==> src/rtl/frame_pattern_gen_ng_if.sv <==
// Pixel-source bus between the frame timing logic and frame_pattern_gen_ng.
// Carries the timing strobes and pattern select into the generator, and the
// pixel stream and status flags back out of it.
// i_* fields are driven by the master (timing side); o_* fields are driven by the generator (slave).
interface frame_pattern_gen_ng_if #(
   parameter int PIX_W = 8
);
   logic [2:0]       i_sel;
   logic             i_dval;
   logic             i_lval_negedge;
   logic             i_fval_posedge;
   logic [PIX_W-1:0] o_pix_value;
   logic             o_pix_valid;
   logic [15:0]      o_frame_cnt;
   logic             o_line_overrun;

   modport master (
      output i_sel, i_dval, i_lval_negedge, i_fval_posedge,
      input  o_pix_value, o_pix_valid, o_frame_cnt, o_line_overrun
   );

   modport slave (
      input  i_sel, i_dval, i_lval_negedge, i_fval_posedge,
      output o_pix_value, o_pix_valid, o_frame_cnt, o_line_overrun
   );
endinterface

==> src/rtl/frame_pattern_gen_ng.sv <==
// Test-pattern source: one registered pixel per dval cycle, pattern chosen per frame.
// Latency 1 cycle (dval -> pix_valid/pix_value); no backpressure, the pixel stream is free-running.
// Optional feature macro: FRAME_PATTERN_GEN_MOVING_BOX_EN (pattern 6 = bouncing box, else mid-grey).
// Ports: clk, rst (async, active-high); pg (slave modport): i_sel, i_dval, i_lval_negedge,
//        i_fval_posedge in; o_pix_value, o_pix_valid, o_frame_cnt, o_line_overrun out.
// Assumes 1 <= TILE_LOG2 < clog2 of both DVAL_HIGH and ROW_COUNT.
module frame_pattern_gen_ng #(
   parameter int PIX_W     = 8,
   parameter int DVAL_HIGH = 640,
   parameter int ROW_COUNT = 480,
   parameter int TILE_LOG2 = 4,
   parameter int BOX_SIZE  = 32
) (
   input  logic                 clk,
   input  logic                 rst,
   frame_pattern_gen_ng_if.slave pg
);
   localparam int XW  = $clog2(DVAL_HIGH);
   localparam int YW  = $clog2(ROW_COUNT);
   localparam int HRW = XW + 1;
   localparam int VRW = YW + 1;
   localparam int MAXI = (1 << PIX_W) - 1;
   localparam logic [PIX_W-1:0] MAXV = PIX_W'(MAXI);
   localparam longint FULL = longint'(1) << PIX_W;

   // Gradient steps: 2^PIX_W / N split into quotient and remainder so the
   // running value floor(i * 2^PIX_W / N) needs only adds and one compare.
   localparam logic [PIX_W-1:0] HQ = PIX_W'(FULL / DVAL_HIGH);
   localparam logic [HRW-1:0]   HR = HRW'(FULL % DVAL_HIGH);
   localparam logic [HRW-1:0]   HD = HRW'(DVAL_HIGH);
   localparam logic [PIX_W-1:0] VQ = PIX_W'(FULL / ROW_COUNT);
   localparam logic [VRW-1:0]   VR = VRW'(FULL % ROW_COUNT);
   localparam logic [VRW-1:0]   VD = VRW'(ROW_COUNT);

   localparam logic [XW-1:0] X_MAX = XW'(DVAL_HIGH - 1);
   localparam logic [YW-1:0] Y_MAX = YW'(ROW_COUNT - 1);

   localparam logic [PIX_W-1:0] BAR_LVL [8] = '{
      PIX_W'(MAXI),
      PIX_W'(MAXI - (1 * MAXI) / 7),
      PIX_W'(MAXI - (2 * MAXI) / 7),
      PIX_W'(MAXI - (3 * MAXI) / 7),
      PIX_W'(MAXI - (4 * MAXI) / 7),
      PIX_W'(MAXI - (5 * MAXI) / 7),
      PIX_W'(MAXI - (6 * MAXI) / 7),
      PIX_W'(MAXI - (7 * MAXI) / 7)
   };

   // State
   logic [XW-1:0]    r_x;
   logic [YW-1:0]    r_y;
   logic [PIX_W-1:0] r_hacc;
   logic [HRW-1:0]   r_hrem;
   logic [PIX_W-1:0] r_vacc;
   logic [VRW-1:0]   r_vrem;
   logic             r_x_used;     // last x index already consumed in this line
   logic             r_ovr;
   logic [2:0]       r_sel;
   logic [15:0]      r_frame_cnt;
   logic [PIX_W-1:0] r_pix;
   logic             r_pix_vld;

   // Values seen by the pixel in this cycle: a start-of-frame strobe zeroes the
   // position and loads the new select before the pixel is evaluated.
   logic [XW-1:0]    w_x_cur;
   logic [YW-1:0]    w_y_cur;
   logic [PIX_W-1:0] w_hacc_cur;
   logic [HRW-1:0]   w_hrem_cur;
   logic [PIX_W-1:0] w_vacc_cur;
   logic [VRW-1:0]   w_vrem_cur;
   logic             w_used_cur;
   logic [2:0]       w_sel_cur;

   logic [XW-1:0]    w_x_nxt;
   logic [YW-1:0]    w_y_nxt;
   logic [PIX_W-1:0] w_hacc_nxt;
   logic [HRW-1:0]   w_hrem_nxt;
   logic [PIX_W-1:0] w_vacc_nxt;
   logic [VRW-1:0]   w_vrem_nxt;
   logic             w_used_nxt;
   logic             w_ovr_nxt;
   logic [HRW-1:0]   w_hsum;
   logic [VRW-1:0]   w_vsum;
   logic [2:0]       w_bar;
   logic [PIX_W-1:0] w_box_pix;
   logic [PIX_W-1:0] w_pat;

   wire w_fval = pg.i_fval_posedge;
   wire w_lval = pg.i_lval_negedge & ~pg.i_fval_posedge;  // start-of-frame wins
   wire w_dval = pg.i_dval;

   always_comb begin
      w_x_cur    = w_fval ? '0 : r_x;
      w_y_cur    = w_fval ? '0 : r_y;
      w_hacc_cur = w_fval ? '0 : r_hacc;
      w_hrem_cur = w_fval ? '0 : r_hrem;
      w_vacc_cur = w_fval ? '0 : r_vacc;
      w_vrem_cur = w_fval ? '0 : r_vrem;
      w_used_cur = w_fval ? 1'b0 : r_x_used;
      w_sel_cur  = w_fval ? pg.i_sel : r_sel;

      // Horizontal position and gradient accumulator
      w_hsum     = w_hrem_cur + HR;
      w_x_nxt    = w_x_cur;
      w_hacc_nxt = w_hacc_cur;
      w_hrem_nxt = w_hrem_cur;
      w_used_nxt = w_used_cur;
      if (w_lval) begin
         w_x_nxt    = '0;
         w_hacc_nxt = '0;
         w_hrem_nxt = '0;
         w_used_nxt = 1'b0;
      end else if (w_dval && (w_x_cur != X_MAX)) begin
         w_x_nxt = w_x_cur + XW'(1);
         if (w_hsum >= HD) begin
            w_hrem_nxt = w_hsum - HD;
            w_hacc_nxt = w_hacc_cur + HQ + PIX_W'(1);
         end else begin
            w_hrem_nxt = w_hsum;
            w_hacc_nxt = w_hacc_cur + HQ;
         end
      end else if (w_dval) begin
         w_used_nxt = 1'b1;
      end

      // Vertical position and gradient accumulator
      w_vsum     = w_vrem_cur + VR;
      w_y_nxt    = w_y_cur;
      w_vacc_nxt = w_vacc_cur;
      w_vrem_nxt = w_vrem_cur;
      if (w_lval && (w_y_cur != Y_MAX)) begin
         w_y_nxt = w_y_cur + YW'(1);
         if (w_vsum >= VD) begin
            w_vrem_nxt = w_vsum - VD;
            w_vacc_nxt = w_vacc_cur + VQ + PIX_W'(1);
         end else begin
            w_vrem_nxt = w_vsum;
            w_vacc_nxt = w_vacc_cur + VQ;
         end
      end

      // A second pixel on the last index means the line ran long.
      w_ovr_nxt = w_fval ? 1'b0 : (r_ovr | (w_dval & w_used_cur & (w_x_cur == X_MAX)));

      // Colour bar index: count of bar boundaries at or left of x
      w_bar = '0;
      for (int k = 1; k < 8; k++) begin
         if (int'(w_x_cur) >= (k * DVAL_HIGH) / 8) w_bar = 3'(k);
      end

      case (w_sel_cur)
         3'd0:    w_pat = '0;
         3'd1:    w_pat = MAXV;
         3'd2:    w_pat = w_hacc_cur;
         3'd3:    w_pat = (w_x_cur[TILE_LOG2] ^ w_y_cur[TILE_LOG2]) ? MAXV : '0;
         3'd4:    w_pat = w_vacc_cur;
         3'd5:    w_pat = BAR_LVL[w_bar];
         3'd6:    w_pat = w_box_pix;
         3'd7:    w_pat = ((w_x_cur[TILE_LOG2-1:0] == '0) || (w_y_cur[TILE_LOG2-1:0] == '0)) ? MAXV : '0;
         default: w_pat = '0;
      endcase
   end

`ifdef FRAME_PATTERN_GEN_MOVING_BOX_EN
   localparam logic [XW-1:0] BX_MAX = XW'(DVAL_HIGH - BOX_SIZE);
   localparam logic [YW-1:0] BY_MAX = YW'(ROW_COUNT - BOX_SIZE);

   logic [XW-1:0] r_bx, w_bx_nxt, w_bx_cur;
   logic [YW-1:0] r_by, w_by_nxt, w_by_cur;
   logic          r_bdx, r_bdy, w_bdx_nxt, w_bdy_nxt;   // 1 = moving towards larger coordinate
   logic          w_in_x, w_in_y;

   always_comb begin
      // At a limit the box always heads back inward, whatever its stored direction.
      w_bx_nxt  = r_bx;
      w_bdx_nxt = r_bdx;
      if (r_bx == '0) begin
         w_bx_nxt  = XW'(1);
         w_bdx_nxt = 1'b1;
      end else if (r_bx == BX_MAX) begin
         w_bx_nxt  = BX_MAX - XW'(1);
         w_bdx_nxt = 1'b0;
      end else if (r_bdx) begin
         w_bx_nxt = r_bx + XW'(1);
      end else begin
         w_bx_nxt = r_bx - XW'(1);
      end

      w_by_nxt  = r_by;
      w_bdy_nxt = r_bdy;
      if (r_by == '0) begin
         w_by_nxt  = YW'(1);
         w_bdy_nxt = 1'b1;
      end else if (r_by == BY_MAX) begin
         w_by_nxt  = BY_MAX - YW'(1);
         w_bdy_nxt = 1'b0;
      end else if (r_bdy) begin
         w_by_nxt = r_by + YW'(1);
      end else begin
         w_by_nxt = r_by - YW'(1);
      end

      // The first pixel of a frame already sees the moved box.
      w_bx_cur = w_fval ? w_bx_nxt : r_bx;
      w_by_cur = w_fval ? w_by_nxt : r_by;
      w_in_x   = ({1'b0, w_x_cur} >= {1'b0, w_bx_cur}) &&
                 ({1'b0, w_x_cur} <  ({1'b0, w_bx_cur} + (XW+1)'(BOX_SIZE)));
      w_in_y   = ({1'b0, w_y_cur} >= {1'b0, w_by_cur}) &&
                 ({1'b0, w_y_cur} <  ({1'b0, w_by_cur} + (YW+1)'(BOX_SIZE)));
      w_box_pix = (w_in_x && w_in_y) ? MAXV : '0;
   end

   always_ff @(posedge clk or posedge rst) begin
      if (rst) begin
         r_bx  <= '0;
         r_by  <= '0;
         r_bdx <= 1'b1;
         r_bdy <= 1'b1;
      end else if (w_fval) begin
         r_bx  <= w_bx_nxt;
         r_by  <= w_by_nxt;
         r_bdx <= w_bdx_nxt;
         r_bdy <= w_bdy_nxt;
      end
   end
`else
   assign w_box_pix = MAXV >> 1;
`endif

   always_ff @(posedge clk or posedge rst) begin
      if (rst) begin
         r_x         <= '0;
         r_y         <= '0;
         r_hacc      <= '0;
         r_hrem      <= '0;
         r_vacc      <= '0;
         r_vrem      <= '0;
         r_x_used    <= 1'b0;
         r_ovr       <= 1'b0;
         r_sel       <= '0;
         r_frame_cnt <= '0;
         r_pix       <= '0;
         r_pix_vld   <= 1'b0;
      end else begin
         r_x         <= w_x_nxt;
         r_y         <= w_y_nxt;
         r_hacc      <= w_hacc_nxt;
         r_hrem      <= w_hrem_nxt;
         r_vacc      <= w_vacc_nxt;
         r_vrem      <= w_vrem_nxt;
         r_x_used    <= w_used_nxt;
         r_ovr       <= w_ovr_nxt;
         r_sel       <= w_sel_cur;
         r_frame_cnt <= w_fval ? r_frame_cnt + 16'd1 : r_frame_cnt;
         r_pix       <= w_dval ? w_pat : '0;
         r_pix_vld   <= w_dval;
      end
   end

   assign pg.o_pix_value    = r_pix;
   assign pg.o_pix_valid    = r_pix_vld;
   assign pg.o_frame_cnt    = r_frame_cnt;
   assign pg.o_line_overrun = r_ovr;

endmodule
==> src/flat_wrapper.sv <==
// flat-port wrapper written by rule: the top's interface ports become plain ports
module frame_pattern_gen_ng_flat 
#(
   parameter int PIX_W     = 8,
   parameter int DVAL_HIGH = 640,
   parameter int ROW_COUNT = 480,
   parameter int TILE_LOG2 = 4,
   parameter int BOX_SIZE  = 32
)
  (clk, rst, pg_i_sel, pg_i_dval, pg_i_lval_negedge, pg_i_fval_posedge, pg_o_pix_value, pg_o_pix_valid, pg_o_frame_cnt, pg_o_line_overrun);
  frame_pattern_gen_ng_if #(.PIX_W(PIX_W)) pg_i ();
  input  logic clk;
  input  logic rst;
  input wire logic [$bits(pg_i.i_sel)-1:0] pg_i_sel;
  input wire logic [$bits(pg_i.i_dval)-1:0] pg_i_dval;
  input wire logic [$bits(pg_i.i_lval_negedge)-1:0] pg_i_lval_negedge;
  input wire logic [$bits(pg_i.i_fval_posedge)-1:0] pg_i_fval_posedge;
  output wire logic [$bits(pg_i.o_pix_value)-1:0] pg_o_pix_value;
  output wire logic [$bits(pg_i.o_pix_valid)-1:0] pg_o_pix_valid;
  output wire logic [$bits(pg_i.o_frame_cnt)-1:0] pg_o_frame_cnt;
  output wire logic [$bits(pg_i.o_line_overrun)-1:0] pg_o_line_overrun;
  assign pg_i.i_sel = pg_i_sel;
  assign pg_i.i_dval = pg_i_dval;
  assign pg_i.i_lval_negedge = pg_i_lval_negedge;
  assign pg_i.i_fval_posedge = pg_i_fval_posedge;
  assign pg_o_pix_value = pg_i.o_pix_value;
  assign pg_o_pix_valid = pg_i.o_pix_valid;
  assign pg_o_frame_cnt = pg_i.o_frame_cnt;
  assign pg_o_line_overrun = pg_i.o_line_overrun;
  frame_pattern_gen_ng #(.PIX_W(PIX_W), .DVAL_HIGH(DVAL_HIGH), .ROW_COUNT(ROW_COUNT), .TILE_LOG2(TILE_LOG2), .BOX_SIZE(BOX_SIZE)) u_core (.clk(clk), .rst(rst), .pg(pg_i));
endmodule
==> config.mk <==
export PLATFORM = sky130hd
export DESIGN_NAME = frame_pattern_gen_ng_flat
export DESIGN_NICKNAME = d
export VERILOG_FILES = /design/src/rtl/frame_pattern_gen_ng_if.sv /design/src/rtl/frame_pattern_gen_ng.sv /design/src/flat_wrapper.sv
export SDC_FILE = /design/constraint.sdc
export NUM_CORES = 1
export LEC_CHECK = 0
export CAP_MARGIN = 10
export CORE_UTILIZATION = 25
export DETAILED_ROUTE_END_ITERATION = 8
export PLACE_DENSITY_LB_ADDON = 0.25
export SLEW_MARGIN = 0
export SYNTH_ARGS = -nofsm -noshare
export SYNTH_HDL_FRONTEND = slang
export SYNTH_SLANG_ARGS = --single-unit
==> constraint.sdc <==
create_clock -name clk -period 3.6 [get_ports clk]
set_input_delay 1.08 -clock clk [delete_from_list [all_inputs] [get_ports clk]]
set_output_delay 1.08 -clock clk [all_outputs]
set_load 0.01 [all_outputs]
# Yosys cells after proc, flatten, opt, wreduce, memory -nomap -nowiden
# Memories as Yosys holds them, arrays and structs flattened.
# Cells that the tools add are included.
[word_totals] regBits=86 mem_bits_ro=64 out_inout_bits=26 word_cells=93 n_memories=1
[op_classes] addsub=9 order_cmp=10 eq_ne=10 mux=38 bitwise=7 reduce_logical=6
[mem_list] name="(name not given)" depth=8 word_bits=8 rd=1 rd_clocked_by_memory_dff=0 wr=0 line_no="frame_pattern_gen_ng.sv:157" rtl="3'd5: w_pat = BAR_LVL[w_bar];"
[op_table] cell="$mux W8" n=12
[op_table] cell="$pmux W8 S8" n=1
[op_table] cell="$mux W10" n=6
[op_table] cell="$mux W11" n=4
[op_table] cell="$ge A10 B9 Y1 const B" n=4
[op_table] cell="$ge A10 B8 Y1 const B" n=2
[op_table] cell="$mux W9" n=2
[op_table] cell="$add A16 B1 Y16 const B" n=1
[op_table] cell="$add A8 B1 Y8 const B" n=2
[op_table] cell="$mux W3" n=5
[op_table] cell="$eq A3 B3 Y1 const B" n=4
[op_table] cell="$add A11 B9 Y11 const B" n=1
[op_table] cell="$ge A11 B10 Y1 const B" n=1
[op_table] cell="$sub A11 B10 Y11 const B" n=1
[op_table] cell="$add A10 B1 Y10 const B" n=1
[op_table] cell="$add A10 B9 Y10 const B" n=1
[op_table] cell="$eq A10 B10 Y1 const B" n=1
[op_table] cell="$ge A10 B10 Y1 const B" n=1
[op_table] cell="$ge A10 B7 Y1 const B" n=1
[op_table] cell="$ne A10 B10 Y1 const B" n=1
[op_table] cell="$sub A10 B9 Y10 const B" n=1
[op_table] cell="$add A9 B1 Y9 const B" n=1
[op_table] cell="$ne A9 B9 Y1 const B" n=1
[op_table] cell="$logic_not A4 Y1" n=2
[op_table] cell="13 further kinds" n=23

# Depth between registers and ports, before layout
[logic_depth] ltp_word=15 ltp_mapped=12 mapped_depth_nobuf=9

# Least setup slack after synthesis
# Ideal clock, no wire load.
[synth_timing] kind="input-to-reg" from="input port pg_i_fval_posedge" to="register u_core.r_hacc[4]" setup_ns=0.127 arrival_ns=3.061 slack_ns=0.412 path_stages=10 path_buffers=3 path_cell_list="buf_6 -> buf_6 -> buf_6 -> nor2b_1 -> ha_1 -> nor4b_1 -> nand3_1 -> a31oi_4 -> nand2_2 -> mux2_1"
[synth_between] elab_chain_cells=6
[synth_rtl] item="start, declared" line_no="flat_wrapper.sv:17" rtl="input wire logic [$bits(pg_i.i_fval_posedge)-1:0] pg_i_fval_posedge;"
[synth_rtl] item="$mux W11" line_no="frame_pattern_gen_ng.sv:96" rtl="w_hrem_cur = w_fval ? '0 : r_hrem;"
[synth_rtl] item="$add A11 B9 Y11" line_no="frame_pattern_gen_ng.sv:103" rtl="w_hsum = w_hrem_cur + HR;"
[synth_rtl] item="$ge A11 B10 Y1" line_no="frame_pattern_gen_ng.sv:115" rtl="if (w_hsum >= HD) begin"
[synth_rtl] item="$mux W8" line_no="frame_pattern_gen_ng.sv:115"
[synth_rtl] item="$mux W8" line_no="frame_pattern_gen_ng.sv:113" rtl="end else if (w_dval && (w_x_cur != X_MAX)) begin"
[synth_rtl] item="$mux W8 *" line_no="frame_pattern_gen_ng.sv:108" rtl="if (w_lval) begin"
[synth_rtl] item="via u_core.w_hacc_nxt[4]" line_no="frame_pattern_gen_ng.sv:76" rtl="logic [PIX_W-1:0] w_hacc_nxt;"
[synth_rtl] item="end signal, assigned" line_no="frame_pattern_gen_ng.sv:247" rtl="r_hacc <= w_hacc_nxt;"
[synth_rtl] item="end, declared" line_no="frame_pattern_gen_ng.sv:52" rtl="logic [PIX_W-1:0] r_hacc;"
# The timed path passes the listed nets; every way through them passes the cells marked *.
# A chain may end at the register's enable or synchronous reset.

# Worst setup path in the final report
# Same ends and word-level chain as after synthesis.

==> summary.md <==
| Metric | Value |
|---|---|
| WL met1 | `5.339 mm` |
| Top cells by count, synth | `dfrtp_1, nand2_1, nor2_1` |
| Hold wc startpoint | `u_core.pg.o_frame_cnt[15]$_DFFE_PP0P_` |
| PortBufs | `33` |
| RSZ-0062 raised after global routing | `false` |
| Fmax | `330.7 MHz` |
| Placer congestion estimate | `0.7939` |
| Clock Pin Slew Worst Setup and Hold Paths | `0.06 ns` |
| Inserted Diodes | `0` |
| Worst Setup Start Kind | `input pin` |
| Via/cell ratio | `4.711` |
| Core footprint | `18,150 um^2` |
| Vias in the first global route | `3,428` |
| Core Rows | `49` |
| Die Span Y | `138.7 um` |
| Met3 wire length | `502 um` |
| Post-DP HPWL | `7.571 mm` |
| Failing checks | `design-rule violations` |
| Ys flop type | `dfrtp_1` |
| Wire per inst | `14.64 um` |
| Via count | `3,434` |
| Static leakage | `0.002364 uW` |
| Depth of the CTS H-tree | `3` |
| Synth Area in Compound Gates | `13.03%` |
| Hold WC Path Type | `register to register` |
| Area contributors post-synth | `dfrtp_1, xnor2_1, ha_1` |
| Peak VDD IR | `260.7 uV` |
| Total GRT Usage | `11.77%` |
| Crit-path max cell delay | `0.39 ns` |
| Largest net degree at the start of global routing | `60` |
| Syn_area_per_cell | `10.06 um^2` |
| DR pass1 iterations | `6` |
| Post-synthesis cell count | `464` |
| Slew of the pin with the lowest slew margin | `0.7331 ns` |
| Number of synthesis warnings | `0` |
| Clk root buf | `clkbuf_16` |
| Finish-stage setup viols | `0` |
| Post-Synth XOR/XNOR Area | `8.041%` |
| Synth top area share | `43.42%` |
| Worst endpoint required time | `3.83 ns` |
| Area growth from synthesis to layout | `18.28%` |
| Worst relative slew slack | `51.13%` |
| Kind of critical path | `input pin to register` |
| TritonCTS Buffers | `9` |
| Final Hold Vio Count | `0` |
| Part of the cycle the worst path needs | `84.00%` |
| CP cell instances | `buf_2, nor2b_1, ha_1, nor4b_1, nand3_1, a31oi_4, nand2_2, mux2_1` |
| First-pass GRT wire length | `17.82 mm` |
| CTS tree | `done` |
| NumNets Final | `519` |
| Clock sinks | `81` |
| Setup repair bufs after CTS | `0` |
| Largest family of logic cells by synthesized area | `simple AND/OR/NAND/NOR gates` |
| Worst r2r src | `u_core.r_x[8]$_DFF_PP0_` |
| Overflow after GRT | `0` |
| Top Metal Used | `met4` |
| CP Max Fanout | `10` |
| Residual DRC | `9` |
| Die area | `19,220 um^2` |
| DR WL met2 | `4.677 mm` |
| WHS | `0.4643 ns` |
| Worst reg2reg setup slack | `0.92 ns` |
| Multiplexer share of the synthesized area | `2.868%` |
| Slew Limit Fails | `0` |
| CP arrival | `3.26 ns` |
| Worst Reg-to-Reg Cells | `8` |
| Final WL | `10.68 mm` |
| Max Clock Skew | `0.008612 ns` |
| Worst R2R End | `u_core.pg.o_pix_value[2]$_DFF_PP0_` |
| Setup TNS | `0 ns` |
| Post-synth EDFFs | `0` |
| Setup crit end kind | `register` |
| Initial antenna violation count | `0` |
| Hold depth | `1` |
| # Max-Cap Violations | `0` |
| Resize count post-CTS | `0` |
| Mapped cell area | `4668 um^2` |
| Hold buffer count at cts | `0` |
| Hold endpoint | `u_core.pg.o_frame_cnt[15]$_DFFE_PP0P_` |
| Die width | `138.7 um` |
| Count of different cell masters after synthesis | `82` |
| Initial drt markers | `221` |
| Initial Utilization | `25.72%` |
| Clk_lat worst skew | `0.35 ns` |
| Most common cell in the netlist | `dfrtp_1` |
| Clk buf depth | `2` |
| Post-Synth Simple-Gate Area | `23.48%` |
| Net count after synthesis | `488` |
| Seq cells post-synth | `81` |
| Layout cells sized above 1 | `13.60%` |
| Register area share after synthesis | `43.42%` |
| Yosys top cell by area | `dfrtp_1` |
| Status | `finished with violations` |
| IO Count | `34` |
| Synth Area in Adders | `4.503%` |
| Async SR Flop Fraction | `100.0%` |
| Tmin final | `3.024 ns` |
| PwrDens | `438.9 nW/um^2` |
| Critical path's slowest cell | `a31oi_4` |
| Post-route antenna net violation count | `0` |
final cells by class:
cell class	count	area (um^2)
Timing Repair Buffer	40	402.9
Clock buffer	9	225.2
Inverter	21	80.08
Sequential cell	81	2027
Multi-Input combinational cell	342	2424
Tap cell	229	286.5
Clock inverter	7	76.32
Fill cell	1842	12630
sequential cells by signal, summed over array words and instances (netlist names):
register and cells:
u_core.pg.o_frame_cnt 16, u_core.r_x_used 1, u_core.r_y 9, u_core.r_sel 3, u_core.pg.o_pix_valid 1, u_core.r_vacc 8
u_core.r_hrem 11, u_core.r_x 10, u_core.r_vrem 5, u_core.pg.o_pix_value 8, u_core.pg.o_line_overrun 1, u_core.r_hacc 8
layer usage:
| metal | vias up | global-route usage (%) |
|---|---|---|
| met5 | - | 0 |
| met4 | 0 | 3.801 |
| met3 | 11 | 3.419 |
| met2 | 70 | 17.90 |
| met1 | 1681 | 16.01 |
| li1 | 1672 | - |
worst max-delay path: cells and delay by family:
family          cells  cell delay (ns)
simple gates        4             1.04
mux                 1             0.32
buf+inv             1             0.15
compound gates      1             0.39
fa+ha+maj           1             0.27
through the flow:
stage                     instance area (um^2)  cells  util (%)  setup WS (ns)  power, uW
after global routing                      5522    729     30.43         0.4017       2543
after global placement                    5220    713     28.76         0.3062       1485
after detailed placement                  5220    713     28.76         0.2122       1496
final                                     5522    729     30.43         0.5762       2423
after floorplan                           4668    464         -         0.4119       1316
after CTS                                 5522    729     30.43         0.5934       2460
layout by cell type, fill, tap and decap left out, types with 4 or more instances in the layout:
cell              n
nor3_1            8
or3_1             4
xnor2_1          29
o21ai_0          11
and2_1            9
clkdlybuf4s50_1  32
nand3_1          19
dfrtp_1          81
nand4_1           9
mux2_2            5
a22o_1            6
xor2_1           12
nor2b_1          13
nor2_1           46
a21oi_1          15
and3_1            4
nor4_1            4
inv_1            17
mux2i_1           4
buf_4             5
nand2_1          46
a31oi_1           9
clkbuf_16         9
ha_1             16
nand3b_1          4
kinds of logic after synthesis:
family | after synthesis
adders and majority gates | 17
buffers and inverters | 41
and+or+nand+nor | 197
muxes | 12
xor gates and xnor gates | 42
AOI/OAI and AO/OA | 74
DFF | 81
where the power goes:
part	switching (uW)	leakage, uW	internal, uW	total [uW]
clock	402	0.000143	543	946
combinational	213	0.00113	201	414
sequential	83.5	0.00110	980	1060
worst max-delay path by stage:
stage                           start                                 end  slack [ns]  cells past startpoint
floorplan           pg_i_fval_posedge          u_core.r_hacc[4]$_DFF_PP0_        0.41                     10
global placement    pg_i_fval_posedge  u_core.pg.o_pix_value[2]$_DFF_PP0_        0.31                      9
detailed placement  pg_i_fval_posedge          u_core.r_hacc[4]$_DFF_PP0_        0.21                      8
CTS                 pg_i_fval_posedge          u_core.r_hacc[4]$_DFF_PP0_        0.59                      8
global route        pg_i_fval_posedge          u_core.r_hacc[4]$_DFF_PP0_        0.40                      8
finish              pg_i_fval_posedge          u_core.r_hacc[4]$_DFF_PP0_        0.58                      8
Note: power is estimated with default switching activity, not from simulation.
